===== src/rtl/tile_pkg.sv =====
// Shared definitions for the multi-cursor tile controller: direction encoding,
// channel FSM states and the coordinate width helper.
package tile_pkg;

   // Bit positions of each direction inside a cursor's 4-bit request slice
   localparam int DIR_UP    = 0;
   localparam int DIR_DOWN  = 1;
   localparam int DIR_LEFT  = 2;
   localparam int DIR_RIGHT = 3;

   typedef enum logic [1:0] {
      MV_UP    = 2'd0,
      MV_DOWN  = 2'd1,
      MV_LEFT  = 2'd2,
      MV_RIGHT = 2'd3
   } dir_e;

   typedef enum logic {
      ST_IDLE = 1'b0,
      ST_HOLD = 1'b1
   } ch_state_e;

   // Bits needed to index n tiles (or n counter values); never less than one
   function automatic int tile_width(input int n);
      return (n > 1) ? $clog2(n) : 1;
   endfunction

endpackage


===== src/rtl/multi_cursor_ctrl_if.sv =====
// Request/position bundle between the cursor controller and its client.
interface multi_cursor_ctrl_if
   import tile_pkg::*;
#(
   parameter int NUM_CURSORS = 2,
   parameter int H_TILES     = 10,
   parameter int V_TILES     = 6
);
   localparam int HW = tile_width(H_TILES);
   localparam int VW = tile_width(V_TILES);

   logic [4*NUM_CURSORS-1:0]  dir_req;
   logic [HW*NUM_CURSORS-1:0] pos_h;
   logic [VW*NUM_CURSORS-1:0] pos_v;
   logic [NUM_CURSORS-1:0]    moved;
   logic [NUM_CURSORS-1:0]    blocked;

   modport master (output dir_req, input pos_h, pos_v, moved, blocked);
   modport slave  (input dir_req, output pos_h, pos_v, moved, blocked);

endinterface


===== src/rtl/multi_cursor_ctrl_channel.sv =====
// One cursor's key handling: IDLE/HOLD FSM with auto-repeat counter, direction
// priority and the raw (unchecked) neighbour tile it would move to.
module cursor_channel
   import tile_pkg::*;
#(
   parameter int REPEAT_CYC = 4,
   parameter int HW         = 4,
   parameter int VW         = 3
)(
   input  logic          clk,
   input  logic          rst,
   input  logic [3:0]    i_dir_req,
   input  logic [HW-1:0] i_pos_h,
   input  logic [VW-1:0] i_pos_v,
   output logic          o_attempt,
   output dir_e          o_dir,
   output logic [HW-1:0] o_tgt_h,
   output logic [VW-1:0] o_tgt_v
);
   localparam int            CW       = tile_width(REPEAT_CYC);
   localparam logic [CW-1:0] CNT_LAST = CW'(REPEAT_CYC - 1);

   ch_state_e     r_state, w_state_nxt;
   logic [CW-1:0] r_cnt, w_cnt_nxt;
   logic [3:0]    r_req_q;
   logic          w_any;

   assign w_any = |i_dir_req;

   // NOTE: state registers use non-blocking assignments so every flop samples
   // the pre-edge values regardless of block evaluation order.
   always_ff @(posedge clk) begin
      if (rst) begin
         r_state <= ST_IDLE;
         r_cnt   <= '0;
         r_req_q <= '0;
      end else begin
         r_state <= w_state_nxt;
         r_cnt   <= w_cnt_nxt;
         r_req_q <= i_dir_req;
      end
   end

   // NOTE: every output of this block gets a default first so no path can
   // leave a signal unassigned and infer a latch.
   always_comb begin
      w_state_nxt = r_state;
      w_cnt_nxt   = r_cnt;
      o_attempt   = 1'b0;
      unique case (r_state)
         ST_IDLE: begin
            if (w_any) begin
               w_state_nxt = ST_HOLD;
               w_cnt_nxt   = '0;
               o_attempt   = 1'b1;
            end
         end
         ST_HOLD: begin
            if (!w_any) begin
               w_state_nxt = ST_IDLE;
               w_cnt_nxt   = '0;
            end else if (i_dir_req != r_req_q || r_cnt == CNT_LAST) begin
               // A new key pattern acts like a fresh press and restarts the repeat period
               w_cnt_nxt = '0;
               o_attempt = 1'b1;
            end else begin
               w_cnt_nxt = r_cnt + CW'(1);
            end
         end
         default: w_state_nxt = ST_IDLE;
      endcase
   end

   always_comb begin
      o_dir   = MV_RIGHT;
      o_tgt_h = i_pos_h;
      o_tgt_v = i_pos_v;
      if (i_dir_req[DIR_UP])        o_dir = MV_UP;
      else if (i_dir_req[DIR_DOWN]) o_dir = MV_DOWN;
      else if (i_dir_req[DIR_LEFT]) o_dir = MV_LEFT;
      unique case (o_dir)
         MV_UP:    o_tgt_v = i_pos_v - VW'(1);
         MV_DOWN:  o_tgt_v = i_pos_v + VW'(1);
         MV_LEFT:  o_tgt_h = i_pos_h - HW'(1);
         MV_RIGHT: o_tgt_h = i_pos_h + HW'(1);
         default:  o_tgt_h = i_pos_h;
      endcase
   end

endmodule


===== src/rtl/multi_cursor_ctrl.sv =====
// Multi-cursor grid controller: per-cursor channels propose moves; this level
// applies edge saturation/wrap, occupancy and same-target arbitration.
module multi_cursor_ctrl
   import tile_pkg::*;
#(
   parameter int NUM_CURSORS = 2,
   parameter int H_TILES     = 10,
   parameter int V_TILES     = 6,
   parameter int REPEAT_CYC  = 2**25,
   parameter int WRAP        = 0
)(
   input  logic                clk,
   input  logic                rst,
   multi_cursor_ctrl_if.slave  bus
);
   localparam int HW = tile_width(H_TILES);
   localparam int VW = tile_width(V_TILES);

   logic [HW-1:0]          r_pos_h [NUM_CURSORS];
   logic [VW-1:0]          r_pos_v [NUM_CURSORS];
   logic [NUM_CURSORS-1:0] r_moved, r_blocked;

   logic [NUM_CURSORS-1:0] w_attempt, w_edge, w_cand_ok, w_occ, w_lost, w_move;
   dir_e                   w_dir   [NUM_CURSORS];
   logic [HW-1:0]          w_raw_h [NUM_CURSORS];
   logic [VW-1:0]          w_raw_v [NUM_CURSORS];
   logic [HW-1:0]          w_tgt_h [NUM_CURSORS];
   logic [VW-1:0]          w_tgt_v [NUM_CURSORS];

   for (genvar g = 0; g < NUM_CURSORS; g++) begin : g_ch
      cursor_channel #(
         .REPEAT_CYC (REPEAT_CYC),
         .HW         (HW),
         .VW         (VW)
      ) u_ch (
         .clk       (clk),
         .rst       (rst),
         .i_dir_req (bus.dir_req[4*g +: 4]),
         .i_pos_h   (r_pos_h[g]),
         .i_pos_v   (r_pos_v[g]),
         .o_attempt (w_attempt[g]),
         .o_dir     (w_dir[g]),
         .o_tgt_h   (w_raw_h[g]),
         .o_tgt_v   (w_raw_v[g])
      );
   end

   always_comb begin
      w_edge    = '0;
      w_cand_ok = '0;
      w_occ     = '0;
      w_lost    = '0;
      w_move    = '0;
      for (int i = 0; i < NUM_CURSORS; i++) begin
         w_tgt_h[i] = w_raw_h[i];
         w_tgt_v[i] = w_raw_v[i];
         unique case (w_dir[i])
            MV_UP:    if (r_pos_v[i] == '0) begin
                         w_edge[i]  = 1'b1;
                         w_tgt_v[i] = VW'(V_TILES - 1);
                      end
            MV_DOWN:  if (r_pos_v[i] == VW'(V_TILES - 1)) begin
                         w_edge[i]  = 1'b1;
                         w_tgt_v[i] = '0;
                      end
            MV_LEFT:  if (r_pos_h[i] == '0) begin
                         w_edge[i]  = 1'b1;
                         w_tgt_h[i] = HW'(H_TILES - 1);
                      end
            MV_RIGHT: if (r_pos_h[i] == HW'(H_TILES - 1)) begin
                         w_edge[i]  = 1'b1;
                         w_tgt_h[i] = '0;
                      end
            default:  w_edge[i] = 1'b0;
         endcase
         w_cand_ok[i] = w_attempt[i] && !(w_edge[i] && WRAP == 0);
      end
      // Occupancy is judged on current positions, so two cursors can never swap or chase
      for (int i = 0; i < NUM_CURSORS; i++) begin
         for (int j = 0; j < NUM_CURSORS; j++) begin
            if (j != i && r_pos_h[j] == w_tgt_h[i] && r_pos_v[j] == w_tgt_v[i])
               w_occ[i] = 1'b1;
            if (j < i && w_cand_ok[j] && w_tgt_h[j] == w_tgt_h[i] && w_tgt_v[j] == w_tgt_v[i])
               w_lost[i] = 1'b1;
         end
         w_move[i] = w_cand_ok[i] && !w_occ[i] && !w_lost[i];
      end
   end

   // NOTE: only the small position/pulse registers are reset; cursor i starts
   // on column i so no two cursors ever share a tile.
   always_ff @(posedge clk) begin
      if (rst) begin
         for (int i = 0; i < NUM_CURSORS; i++) begin
            r_pos_h[i] <= HW'(i);
            r_pos_v[i] <= '0;
         end
         r_moved   <= '0;
         r_blocked <= '0;
      end else begin
         for (int i = 0; i < NUM_CURSORS; i++) begin
            if (w_move[i]) begin
               r_pos_h[i] <= w_tgt_h[i];
               r_pos_v[i] <= w_tgt_v[i];
            end
         end
         r_moved   <= w_move;
         r_blocked <= w_attempt & ~w_move;
      end
   end

   always_comb begin
      for (int i = 0; i < NUM_CURSORS; i++) begin
         bus.pos_h[HW*i +: HW] = r_pos_h[i];
         bus.pos_v[VW*i +: VW] = r_pos_v[i];
      end
   end

   assign bus.moved   = r_moved;
   assign bus.blocked = r_blocked;

endmodule


===== src/flat_wrapper.sv =====
// flat-port wrapper written by rule: the top's interface ports become plain ports
module multi_cursor_ctrl_flat import tile_pkg::*;
#(
   parameter int NUM_CURSORS = 2,
   parameter int H_TILES     = 10,
   parameter int V_TILES     = 6,
   parameter int REPEAT_CYC  = 2**25,
   parameter int WRAP        = 0
)
  (clk, rst, bus_dir_req, bus_pos_h, bus_pos_v, bus_moved, bus_blocked);
  multi_cursor_ctrl_if #(.NUM_CURSORS(NUM_CURSORS), .H_TILES(H_TILES), .V_TILES(V_TILES)) bus_i ();
  input  logic clk;
  input  logic rst;
  input wire logic [$bits(bus_i.dir_req)-1:0] bus_dir_req;
  output wire logic [$bits(bus_i.pos_h)-1:0] bus_pos_h;
  output wire logic [$bits(bus_i.pos_v)-1:0] bus_pos_v;
  output wire logic [$bits(bus_i.moved)-1:0] bus_moved;
  output wire logic [$bits(bus_i.blocked)-1:0] bus_blocked;
  assign bus_i.dir_req = bus_dir_req;
  assign bus_pos_h = bus_i.pos_h;
  assign bus_pos_v = bus_i.pos_v;
  assign bus_moved = bus_i.moved;
  assign bus_blocked = bus_i.blocked;
  multi_cursor_ctrl #(.NUM_CURSORS(NUM_CURSORS), .H_TILES(H_TILES), .V_TILES(V_TILES), .REPEAT_CYC(REPEAT_CYC), .WRAP(WRAP)) u_core (.clk(clk), .rst(rst), .bus(bus_i));
endmodule

===== config.mk =====
export PLATFORM = sky130hd
export DESIGN_NAME = multi_cursor_ctrl_flat
export DESIGN_NICKNAME = d
export VERILOG_FILES = /design/src/rtl/tile_pkg.sv /design/src/rtl/multi_cursor_ctrl_if.sv /design/src/rtl/multi_cursor_ctrl_channel.sv /design/src/rtl/multi_cursor_ctrl.sv /design/src/flat_wrapper.sv
export SDC_FILE = /design/constraint.sdc
export NUM_CORES = 1
export LEC_CHECK = 0
export CORE_MARGIN = 8
export CORE_UTILIZATION = 44
export CTS_CLUSTER_SIZE = 20
export DETAILED_ROUTE_END_ITERATION = 12
export DONT_BUFFER_PORTS = 1
export PLACE_DENSITY = 0.67
export SLEW_MARGIN = 15
export SYNTH_ARGS = -nofsm -noshare
export SYNTH_HDL_FRONTEND = slang
export SYNTH_HIERARCHICAL = 1
export SYNTH_SLANG_ARGS = --single-unit

===== constraint.sdc =====
create_clock -name clk -period 3.8 [get_ports clk]
set_clock_uncertainty 0.2 [all_clocks]
set_input_delay 0.57 -clock clk [delete_from_list [all_inputs] [get_ports clk]]
set_output_delay 0.57 -clock clk [all_outputs]
set_load 0.02 [all_outputs]

# Word-level counts from Yosys, hierarchy flattened
# Memory sizes are Yosys's and may differ from the RTL's.
# Cells that the tools add are included.
# Widths: inputs -> output; s select.
totals:
  inputBits: 10
  latch_bits: 0
  ram_bits: 14
  rom_bits: 0
  wordCells: 137
  register_bits: 64
  n_memories: 2
memory_table:
  columns: ["name", "depth", "word_bits", "read_ports", "rd_clocked_by_memory_dff", "write_ports", "line_no", "text"]
  rows:
  - ["u_core.r_pos_h", 2, 4, 2, 0, 2, "multi_cursor_ctrl.sv:19", "logic [HW-1:0] r_pos_h [NUM_CURSORS];"]
  - ["u_core.r_pos_v", 2, 3, 2, 0, 2, "multi_cursor_ctrl.sv:20", "logic [VW-1:0] r_pos_v [NUM_CURSORS];"]
classes:
  n_lt_le_gt_ge: 0
  n_div: 0
  n_shift: 0
  addsub: 10
  bitwise_logic: 8
  eq_ne: 22
  mux: 63
  n_reduce_logical: 24
  multipliers: 0
op_table:
  columns: ["cell", "n"]
  rows:
  - ["$mux 25", 6]
  - ["$pmux 25 s2", 2]
  - ["$add 25x1->25 const B", 2]
  - ["$eq 25x25->1 const B", 2]
  - ["$pmux 4 s2", 4]
  - ["$mux 1", 27]
  - ["$mux 4", 6]
  - ["$pmux 3 s2", 4]
  - ["$mux 3", 6]
  - ["$eq 4x4->1", 3]
  - ["$eq 3x3->1", 3]
  - ["$logic_and 1x1->1", 9]
  - ["$add 4x1->4 const B", 2]
  - ["$eq 2x2->1 const B", 4]
  - ["$eq 4x4->1 const B", 2]
  - ["$logic_not 4->1", 2]
  - ["$mux 2", 4]
  - ["$ne 4x4->1", 2]
  - ["$pmux 1 s4", 2]
  - ["$reduce_or 4->1", 2]
  - ["$sub 4x1->4 const B", 2]
  - ["$add 3x1->3 const B", 2]
  - ["$eq 3x3->1 const B", 2]
  - ["$logic_not 3->1", 2]
  - ["11 further kinds", 25]

# Depth between registers and ports, before layout
# Gate-level depths: netlist of the first run.
logic_depth:
  depth_word: 17
  mapped_depth: 15
  mapped_depth_nobuf: 14

# Hierarchy
# Netlist of the first run, hierarchy kept.
by_module_without_submodules:
  columns: ["module", "cells_per_inst", "area_per_inst_um2", "instances"]
  rows:
  - ["cursor_channel", 215, 1838.0, 2]
  - ["multi_cursor_ctrl", 177, 1619.1, 1]

# Least setup slack after synthesis of the first run
# No wires, ideal clock.
synth_timing:
  kind: "input to register"
  from: "input port bus_dir_req[0]"
  to: "memory u_core.r_pos_v[0][0], data pin"
  setup_time_ps: 280
  stages: 14
  slack_ps: -4
  path_buffers: 1
  t_arrival_ps: 3325
  cell_sequence: "or3_1 -> ha_1 -> a21o_1 -> a21oi_1 -> xnor2_1 -> nand2_1 -> xnor2_1 -> mux2_2 -> o21a_1 -> nor4_1 -> a41oi_1 -> a41oi_2 -> buf_6 -> a211oi_1"
synth_lines:
  columns: ["item", "line_no", "text"]
  rows:
  - ["start, declared", "flat_wrapper.sv:14", "input wire logic [$bits(bus_i.dir_req)-1:0] bus_dir_req;"]
  - ["end, declared", "multi_cursor_ctrl.sv:20", null]

==> results of run 1 <==
==> stage by stage <==
stage	area (um^2)	hold slack [ns]	worst slack (ns)	util [%]
floorplan	5300	0.251	0.0407	-
global placement	5580	0.267	-0.158	47.1
detailed placement	5580	0.280	-0.209	47.1
CTS	5870	0.0847	0.114	49.5
global route	5870	0.0918	0.0205	49.5
finish	5870	0.0979	0.176	49.5
==> worst max-delay path, cell delays in order <==
cell	delay, ns
or3_1	0.38
ha_1	0.29
a21o_1	0.16
a21oi_1	0.18
xnor2_1	0.16
nand2_1	0.09
xnor2_1	0.35
xnor2_1	0.12
o2111ai_1	0.12
o31ai_1	0.10
a32o_1	0.23
nand4_2	0.11
a41oi_2	0.16
buf_12	0.21
or3_1	0.30
==> timing repair <==
| item | 4_1_cts | 5_1_grt |
|---|---|---|
| setup endpoints to repair | 0 | 1 |
| hold buffers | 0 | 0 |
| hold endpoints to repair | 0 | 0 |
| resized for setup | 0 | 1 |
==> layer usage <==
metal | part of all wire (%) | GRT usage (%) | up-vias
li1 | - | - | 2350
met1 | 43 | 18.8 | 2311
met2 | 50 | 30.0 | 114
met3 | 4.9 | 3.50 | 22
met4 | 1.7 | 6.45 | 0
met5 | 0 | 0 | -
==> layout make-up <==
| cell class | instances | share of cell area (%) |
|---|---|---|
| repair buffers | 32 | 4.30 |
| well taps | 147 | 3.13 |
| flip-flops and latches | 78 | 29.0 |
| clock inverters | 6 | 1.02 |
| multi-input cells | 481 | 57.2 |
| clock buffers | 9 | 3.83 |
| inverters | 24 | 1.53 |
==> layout by cell type (no fill, tap or decap), types with 14 or more instances in the layout <==
cell	synthesis	final
a21oi_1	17	17
a31oi_1	42	42
and3_1	15	15
buf_4	0	31
dfxtp_1	64	64
edfxtp_1	14	14
inv_1	24	24
nand2_1	52	52
nand3_1	36	36
nand4_1	17	17
nor2_1	38	38
o21ai_0	18	18
xnor2_1	16	16
xor2_1	18	18
==> how the worst max path moves through the flow <==
| stage | endpoint | slack [ns] |
|---|---|---|
| 3_5_place_dp | u_core/r_pos_v[0][4] | -0.21 |
| 2_1_floorplan | u_core/r_pos_v[0][0] | 0.04 |
| 4_1_cts | u_core/r_pos_v[0][4] | 0.11 |
| 6_report | u_core/r_pos_h[0][4] | 0.18 |
| 5_1_grt | u_core/r_pos_h[0][4] | 0.02 |
| 3_3_place_gp | u_core/r_pos_v[0][4] | -0.16 |
==> state kept, by name (all words and copies together), names as in the netlist <==
register and count:
u_core/bus.blocked 2, u_core/r_pos_h 8, u_core/bus.moved 2, u_core/g_ch.u_ch/r_cnt 50
u_core/r_pos_v 6, u_core/g_ch.u_ch/r_req_q 8, u_core/g_ch.u_ch/r_state 2
==> power by group <==
part	leakage [uW]	internal, uW	switching (uW)
clock	0.000146	504	352
sequential	0.000673	962	160
combinational	0.00134	690	894
total	0.00216	2160	1410
==> kinds of logic (layout without fill, tap and decap cells) <==
family | Yosys count | in the layout
AO/OA/AOI/OAI | 151 | 151
XOR/XNOR | 34 | 34
AND/OR/NAND/NOR | 276 | 276
adder cells (fa/ha/maj) | 10 | 10
buffers and inverters | 48 | 71
multiplexers | 10 | 10
flip-flops | 78 | 78
==> results.yml, run 1 <==
worst_setup_path:
  path_max_fanout: 13
  rr_worst_depth: 14
  r2r-end: "u_core/r_pos_h[0][4]"
  critPathLaunchType: "primary input"
  crit_arrival_ns: 3.51
  r2r-start: "u_core/r_pos_h[0][5]"
  cp-end-kind: "flip-flop"
  crit_required_ns: 3.69
  path_class: "primary input to flip-flop"
  cp-startpoint: "bus_dir_req[4]"
  reg2reg_slack_ns: 0.37
synth:
  synth-xor-area-share_pct: 5.62
  syn_nets: 627
  synth-edff-count: 14
  netlist_top_cells_count: "64 x dfxtp_1, 52 x nand2_1, 42 x a31oi_1"
  synth-simple-area-share_pct: 32.1
  synth_area_um2: 5300
  synth_compound_area_share_pct: 20.5
  ys_seq_elements: 78
  synthTopCellsByArea: "dfxtp_1 24%, edfxtp_1 7.9%, a31oi_1 5.0%"
  yosysTopAreaCell: "dfxtp_1"
  synth.most_common_cell: "dfxtp_1"
  yosysWarnings: 6
  ys_types: 77
  synth_top_family_by_area: "simple AND/OR/NAND/NOR gates"
  synth_top_area_share_pct: 24.2
  muxShareOfSynthArea_pct: 2.08
  synthAdderAreaFrac_pct: 2.93
  syn_avg_cell_area_um2: 8.72
  yosysSeqAreaShare_pct: 32.1
  synthFlopType: "dfxtp_1"
  syn_inst: 607
  async_flop_share_pct: 0
sta:
  slew_viol_final: 0
  finalSetupViolCount: 0
  fin_setup_tns_ns: 0
  tightest_slew_ns: 0.965
  rsz0062_at_grt: "no"
  finalHoldViolations: 0
  maxSlewHeadroom_pct: 35.4
  fin_crit_ns: 3.62
  finalCritPeriodShare_pct: 95.4
  max_freq_mhz: 276
finish:
  syn2layout_area_growth_pct: 10.9
  multiInputGateArea_um2: 3360
  final_cells: 777
  fillerInstances: 1095
  diodes: 0
  regArea_um2: 1700
  drive_gt1_share_pct: 17.3
  final_nets: 646
floorplanning:
  core_um2: 11900
  io_pins: 28
  die_h_um: 126
  fp-row-count: 40
  start_util_pct: 44.6
  die_w_um: 126
  dieArea_um2: 15800
run_status:
  outcome: "completed"
power_and_ir_drop:
  leakage_uw: 0.00216
  peakVddDrop_v: 0.000464
  p_per_area_nw_per_um2: 606
  total_power_uw: 3560
clocking:
  ctsLongestPathBuffers: 2
  numCtsBuffers: 9
  cts-htree-levels: 3
  path_clk_slew_ns: 0.06
  clock-sinks: 78
  insertion_delay_ns: 0.34
  root_buffer: "clkbuf_16"
  post_cts_buffers: 0
  cts_tree: "done"
detailed_routing:
  vias_per_cell: 6.17
  postRouteAntennaNets: 0
  drt_wl_total_mm: 13.2
  dr.pass1.iters: 4
  drt_iter0_drc: 235
  remaining_drc_errors: 0
  routedWlPerCell_um: 16.9
  vias: 4797
worst_hold_path:
  hold_path_end: "u_core/g_ch[1].u_ch/r_req_q[0]"
  hold_depth: 1
  worstHoldStart: "rst"
  hold_path_class: "primary input to flip-flop"
place:
  gp_congestion: 0.861
  placedCellCount: 762
  port_buffers: 0
  dpl.hpwl_mm: 9.35
global_route:
  grt_pass1_vias: 4545
  grt.overflow.total: 0
  grt_pass1_wl_mm: 22.0
  antenna_found_initial: 0
  grt_usage_pct: 16.6
  grt_max_degree: 40
flow_run:
  drv_cap: 0
No activity file was read; power rests on OpenSTA's default activity.
==> run 2: changes to the inputs <==
- CORE_MARGIN: 8 -> default
==> run 2 against run 1 <==
  * Total power down 2.4%
  * Setup slack worse by 0.0020 ns
  * Sequential power about the same
  * Final cell count decreased by 0.64%
  * Register-to-register slack better by 0.07 ns
  * Maximum frequency hardly changed
  * First-iteration DRC count fell by 21%
  * Core utilization rose by 0.93 points
  * Non-clock buffer count fell by 2
  * Critical path depth is the same
  * Sequential share of layout area rose by 0.19 points
  * Combinational power about the same
  * Largest cell class unchanged
==> results.yml, run 2 (same netlist as run 1, synthesis figures left out) <==
worst_hold_path:
  hold_depth: 1
  hold_path_end: "u_core/g_ch[1].u_ch/r_cnt[0]"
  worstHoldStart: "rst"
  hold_path_class: "primary input to flip-flop"
floorplanning:
  io_pins: 28
  dieArea_um2: 12500
  die_h_um: 112
  start_util_pct: 45.8
  core_um2: 11600
  die_w_um: 112
  fp-row-count: 39
clocking:
  cts_tree: "done"
  insertion_delay_ns: 0.33
  hold_buffers: 0
  post_cts_buffers: 0
  clock-sinks: 78
  path_clk_slew_ns: 0.06
  numCtsBuffers: 9
  root_buffer: "clkbuf_16"
  ctsLongestPathBuffers: 2
  cts-htree-levels: 3
  cts_resized: 0
power_and_ir_drop:
  pwr-share-clk_pct: 23.2
  p_per_area_nw_per_um2: 596
  seq_power_share_pct: 32.3
  p_int_uw: 2110
  switching_share_pct: 39.4
  p_sw_uw: 1370
  p_comb_share_pct: 44.5
  peakVddDrop_v: 0.000395
  leakage_uw: 0.00214
sta:
  max_freq_mhz: 276
  slew_viol_final: 0
  finalHoldViolations: 0
  maxSlewHeadroom_pct: 41.6
  rsz0062_at_grt: "no"
  finalSetupViolCount: 0
  fin_crit_ns: 3.63
  tightest_slew_ns: 0.872
  fin_ws_ns: 0.174
  finalCritPeriodShare_pct: 95.4
  fin_setup_tns_ns: 0
worst_setup_path:
  r2r-start: "u_core/g_ch[0].u_ch/r_cnt[0]"
  critical_path.most_common_cell: "xnor2_1"
  crit_required_ns: 3.81
  cp-end-kind: "flip-flop"
  rr_worst_depth: 10
  critPathLaunchType: "primary input"
  cpPeakStageDelay_ns: 0.49
  path_max_fanout: 6
  path_class: "primary input to flip-flop"
  r2r-end: "u_core/r_pos_v[0][5]"
  critPathTopFamily: "compound AO/OA/AOI/OAI gates"
  reg2reg_slack_ns: 0.44
  critPathBufInv: 1
  cpMaxStageDelayCell: "a2111oi_1"
  crit_arrival_ns: 3.63
  critical_path.cell_chain: "or3_1 -> ha_1 -> a21o_1 -> a21oi_1 -> xnor2_1 -> nand2_1 -> xnor2_1 -> xnor2_1 -> o2111ai_1 -> o31ai_1 -> a32o_1 -> nand4_2 -> nand4b_1 -> a2111oi_1 -> buf_4"
finish:
  largest_register: "u_core/g_ch.u_ch/r_cnt"
  reg_top3: "u_core/g_ch.u_ch/r_cnt (50), u_core/g_ch.u_ch/r_req_q (8), u_core/r_pos_h (8)"
  final_nets: 644
  final_common_cell: "dfxtp_1"
  syn2layout_area_growth_pct: 10.2
  mostFrequentLayoutCells: "64 x dfxtp_1, 52 x nand2_1, 42 x a31oi_1, 38 x nor2_1, 36 x nand3_1"
  diodes: 0
  largest_reg_flops: 50
  drive_gt1_share_pct: 17.0
global_route:
  grt_pass1_vias: 4577
  grt_usage_pct: 21.5
  grt_max_degree: 40
  grt_pass1_wl_mm: 22.0
  grt.overflow.total: 0
  antenna_found_initial: 0
detailed_routing:
  vias_per_cell: 6.23
  vias: 4811
  postRouteAntennaNets: 0
  drt_wl_total_mm: 12.9
  dr.pass1.iters: 4
  routedWlPerCell_um: 16.7
  remaining_drc_errors: 0
  drt_iter0_drc: 186
place:
  dpl.hpwl_mm: 9.20
  dp_worst_setup_slack_ns: -0.115
  port_buffers: 0
  gp_congestion: 0.873
flow_run:
  drv_cap: 0
run_status:
  outcome: "completed"
## run 2: worst max path at each step
stage | depth (start not counted) | slack, ns | to | from
2_1_floorplan | 14 | 0.04 | u_core/r_pos_v[0][0] | bus_dir_req[0]
3_3_place_gp | 15 | -0.08 | u_core/r_pos_v[0][4] | bus_dir_req[4]
3_5_place_dp | 15 | -0.11 | u_core/r_pos_v[0][4] | bus_dir_req[4]
4_1_cts | 15 | 0.21 | u_core/r_pos_v[0][4] | bus_dir_req[4]
5_1_grt | 15 | 0.04 | u_core/r_pos_v[0][4] | bus_dir_req[0]
6_report | 15 | 0.17 | u_core/r_pos_v[0][4] | bus_dir_req[4]
## run 2: power by group through the flow
stage | Clock (uW) | Sequential (uW) | Combinational [uW]
floorplan | 0 | 1200 | 1060
global placement | 0 | 1140 | 1480
detailed placement | 0 | 1140 | 1520
CTS | 828 | 1120 | 1530
global route | 857 | 1140 | 1700
finish | 805 | 1120 | 1550
## run 2: layout make-up
| type | instances | area [um^2] |
|---|---|---|
| tap | 143 | 179 |
| clock buffer | 12 | 256 |
| timing repair buffer | 30 | 225 |
| inverter | 24 | 90.1 |
| sequential | 78 | 1700 |
| multi-input combinational | 481 | 3360 |
| fill | 1045 | 5730 |
| clock inverter | 4 | 21.3 |
## run 2: routing by layer
| metal | part of all wire, % | global-route usage (%) | vias up | wire length [um] |
|---|---|---|---|---|
| li1 | - | - | 2342 | - |
| met1 | 43 | 26.6 | 2308 | 5610 |
| met2 | 50 | 36.6 | 137 | 6430 |
| met3 | 4.8 | 3.86 | 24 | 621 |
| met4 | 1.9 | 9.10 | 0 | 250 |
| met5 | 0 | 0 | - | 0 |
## run 2: per-stage QoR
step / cells / util (%) / total power (uW) / cell area, um^2 / hold WS, ns
2_1_floorplan: 607 / - / 2260 / 5300 / 0.251
3_3_place_gp: 756 / 48.0 / 2620 / 5550 / 0.265
3_5_place_dp: 756 / 48.0 / 2660 / 5550 / 0.277
4_1_cts: 772 / 50.4 / 3480 / 5830 / 0.0854
5_1_grt: 772 / 50.5 / 3690 / 5840 / 0.0918
6_report: 772 / 50.5 / 3480 / 5840 / 0.110
==> run 3: changes to the inputs <==
- RECOVER_POWER: default -> 25
==> run 3 against run 2 <==
  * First-iteration DRC count up 12%
  * Worst hold slack worse by 0.0028 ns
  * Wire length up 0.46%
  * Maximum frequency down 0.20%
  * Global-route usage unchanged
  * Clock-buffer cell count unchanged
  * Flip-flop and latch count unchanged
  * Die area unchanged
  * Combinational power down 3%
  * Total power down 1.0%
  * Register-to-register slack worse by 0.22 ns
==> results.yml, run 3 (same netlist as run 1, synthesis figures left out) <==
run_status:
  outcome: "completed"
power_and_ir_drop:
  switching_share_pct: 39.8
  pwr-share-clk_pct: 23.5
  p_int_uw: 2070
  p_sw_uw: 1370
  leakage_uw: 0.00210
  peakVddDrop_v: 0.000382
  seq_power_share_pct: 32.6
  p_comb_share_pct: 43.9
  p_per_area_nw_per_um2: 595
finish:
  final_common_cell: "dfxtp_1"
  fillerInstances: 1056
  reg_top3: "u_core/g_ch.u_ch/r_cnt (50), u_core/g_ch.u_ch/r_req_q (8), u_core/r_pos_h (8)"
  mostFrequentLayoutCells: "64 x dfxtp_1, 52 x nand2_1, 42 x a31oi_1, 38 x nor2_1, 36 x nand3_1"
  syn2layout_area_growth_pct: 9.26
  largest_reg_flops: 50
  drive_gt1_share_pct: 15.1
  multiInputGateArea_um2: 3350
  final_cells: 772
  final_nets: 644
  regArea_um2: 1700
  largest_register: "u_core/g_ch.u_ch/r_cnt"
  diodes: 0
worst_hold_path:
  hold_path_class: "primary input to flip-flop"
floorplanning:
  io_pins: 28
  die_h_um: 112
  start_util_pct: 45.8
  fp-row-count: 39
  dieArea_um2: 12500
  die_w_um: 112
  core_um2: 11600
worst_setup_path:
  path_class: "primary input to flip-flop"
  cp-end-kind: "flip-flop"
  path_max_fanout: 6
  crit_required_ns: 3.81
  critPathLaunchType: "primary input"
  crit_arrival_ns: 3.64
detailed_routing:
  postRouteAntennaNets: 0
  vias_per_cell: 6.24
  drt_iter0_drc: 209
  vias: 4817
  routedWlPerCell_um: 16.8
  dr.pass1.iters: 4
  remaining_drc_errors: 0
  drt_wl_total_mm: 13.0
sta:
  tightest_slew_ns: 0.877
  rsz0062_at_grt: "no"
  maxSlewHeadroom_pct: 41.2
  slew_viol_final: 0
  finalCritPeriodShare_pct: 95.6
  fin_setup_tns_ns: 0
  finalSetupViolCount: 0
  holdWs_ns: 0.107
  max_freq_mhz: 275
  finalHoldViolations: 0
  fin_crit_ns: 3.63
place:
  placedCellCount: 756
  dpl.hpwl_mm: 9.20
  gp_congestion: 0.873
  port_buffers: 0
global_route:
  grt_max_degree: 40
  grt.overflow.total: 0
  grt_pass1_wl_mm: 22.0
  antenna_found_initial: 0
  grt_usage_pct: 21.5
  grt_pass1_vias: 4577
clocking:
  path_clk_slew_ns: 0.06
  cts_tree: "done"
  root_buffer: "clkbuf_16"
  cts-htree-levels: 3
  insertion_delay_ns: 0.33
  hold_buffers: 0
  numCtsBuffers: 9
  clock-sinks: 78
  ctsLongestPathBuffers: 2
flow_run:
  drv_cap: 0
[run 3: cell count changes in the layout (fill, tap and decap cells not counted)]
cell / change
buf_4: -10
clkbuf_1: +10
nor4_1: +2
nor4_2: -2
[run 3: metal layers]
metal / share of wire [%] / global-route usage [%] / vias to the layer above
met1: 44 / 26.6 / 2314
met2: 50 / 36.6 / 133
met5: 0 / 0 / -
met3: 4.1 / 3.86 / 26
met4: 2.0 / 9.10 / 0
li1: - / - / 2344
[run 3: worst paths after layout]
check	slack, ns	startpoint	endpoint	cells after the start
max	0.17	bus_dir_req[4]	u_core/r_pos_v[0][4]	15
min	0.11	rst	u_core/g_ch[1].u_ch/r_req_q[0]	1
max reg2reg	0.22	u_core/r_pos_h[0][5]	u_core/r_pos_v[0][0]	10
min reg2reg	0.28	u_core/g_ch[1].u_ch/r_cnt[1]	u_core/g_ch[1].u_ch/r_cnt[1]	2
[run 3: area by class of cell]
type | count | area share [%]
Tap cell | 143 | 3.09
Timing Repair Buffer | 30 | 3.24
Sequential cell | 78 | 29.4
Clock buffer | 12 | 4.43
Inverter | 24 | 1.56
Multi-Input combinational cell | 481 | 57.9
Clock inverter | 4 | 0.368
[run 3: through the flow]
stage               worst slack, ns  area, um^2  power [uW]  utilization (%)
floorplan                    0.0407        5300        2260                -
finish                        0.167        5790        3440             50.0
CTS                           0.213        5830        3480             50.4
detailed placement           -0.115        5550        2660             48.0
global route                 0.0396        5790        3660             50.0
global placement            -0.0788        5550        2620             48.0
[run 3: power by group through the flow]
| stage | registers, uW | clock network (uW) | logic (uW) |
|---|---|---|---|
| 2_1_floorplan | 1200 | 0 | 1060 |
| 3_3_place_gp | 1140 | 0 | 1480 |
| 3_5_place_dp | 1140 | 0 | 1520 |
| 4_1_cts | 1120 | 828 | 1530 |
| 5_1_grt | 1140 | 857 | 1660 |
| 6_report | 1120 | 808 | 1510 |
[run 3: what timing repair did]
| action | CTS | global route |
|---|---|---|
| resized for setup | 0 | 1 |
| endpoints found under the setup margin | 0 | 1 |
| buffers inserted | 0 | 0 |
[run 3: worst max-delay path, stage by stage]
cell and delay, ns:
or3_1 0.43, ha_1 0.31, a21o_1 0.16, a21oi_1 0.17
xnor2_1 0.14, nand2_1 0.08, xnor2_1 0.32, xnor2_1 0.11
o2111ai_1 0.11, o31ai_1 0.10, a32o_1 0.23, nand4_2 0.11
nand4b_1 0.11, a2111oi_1 0.49, buf_4 0.18
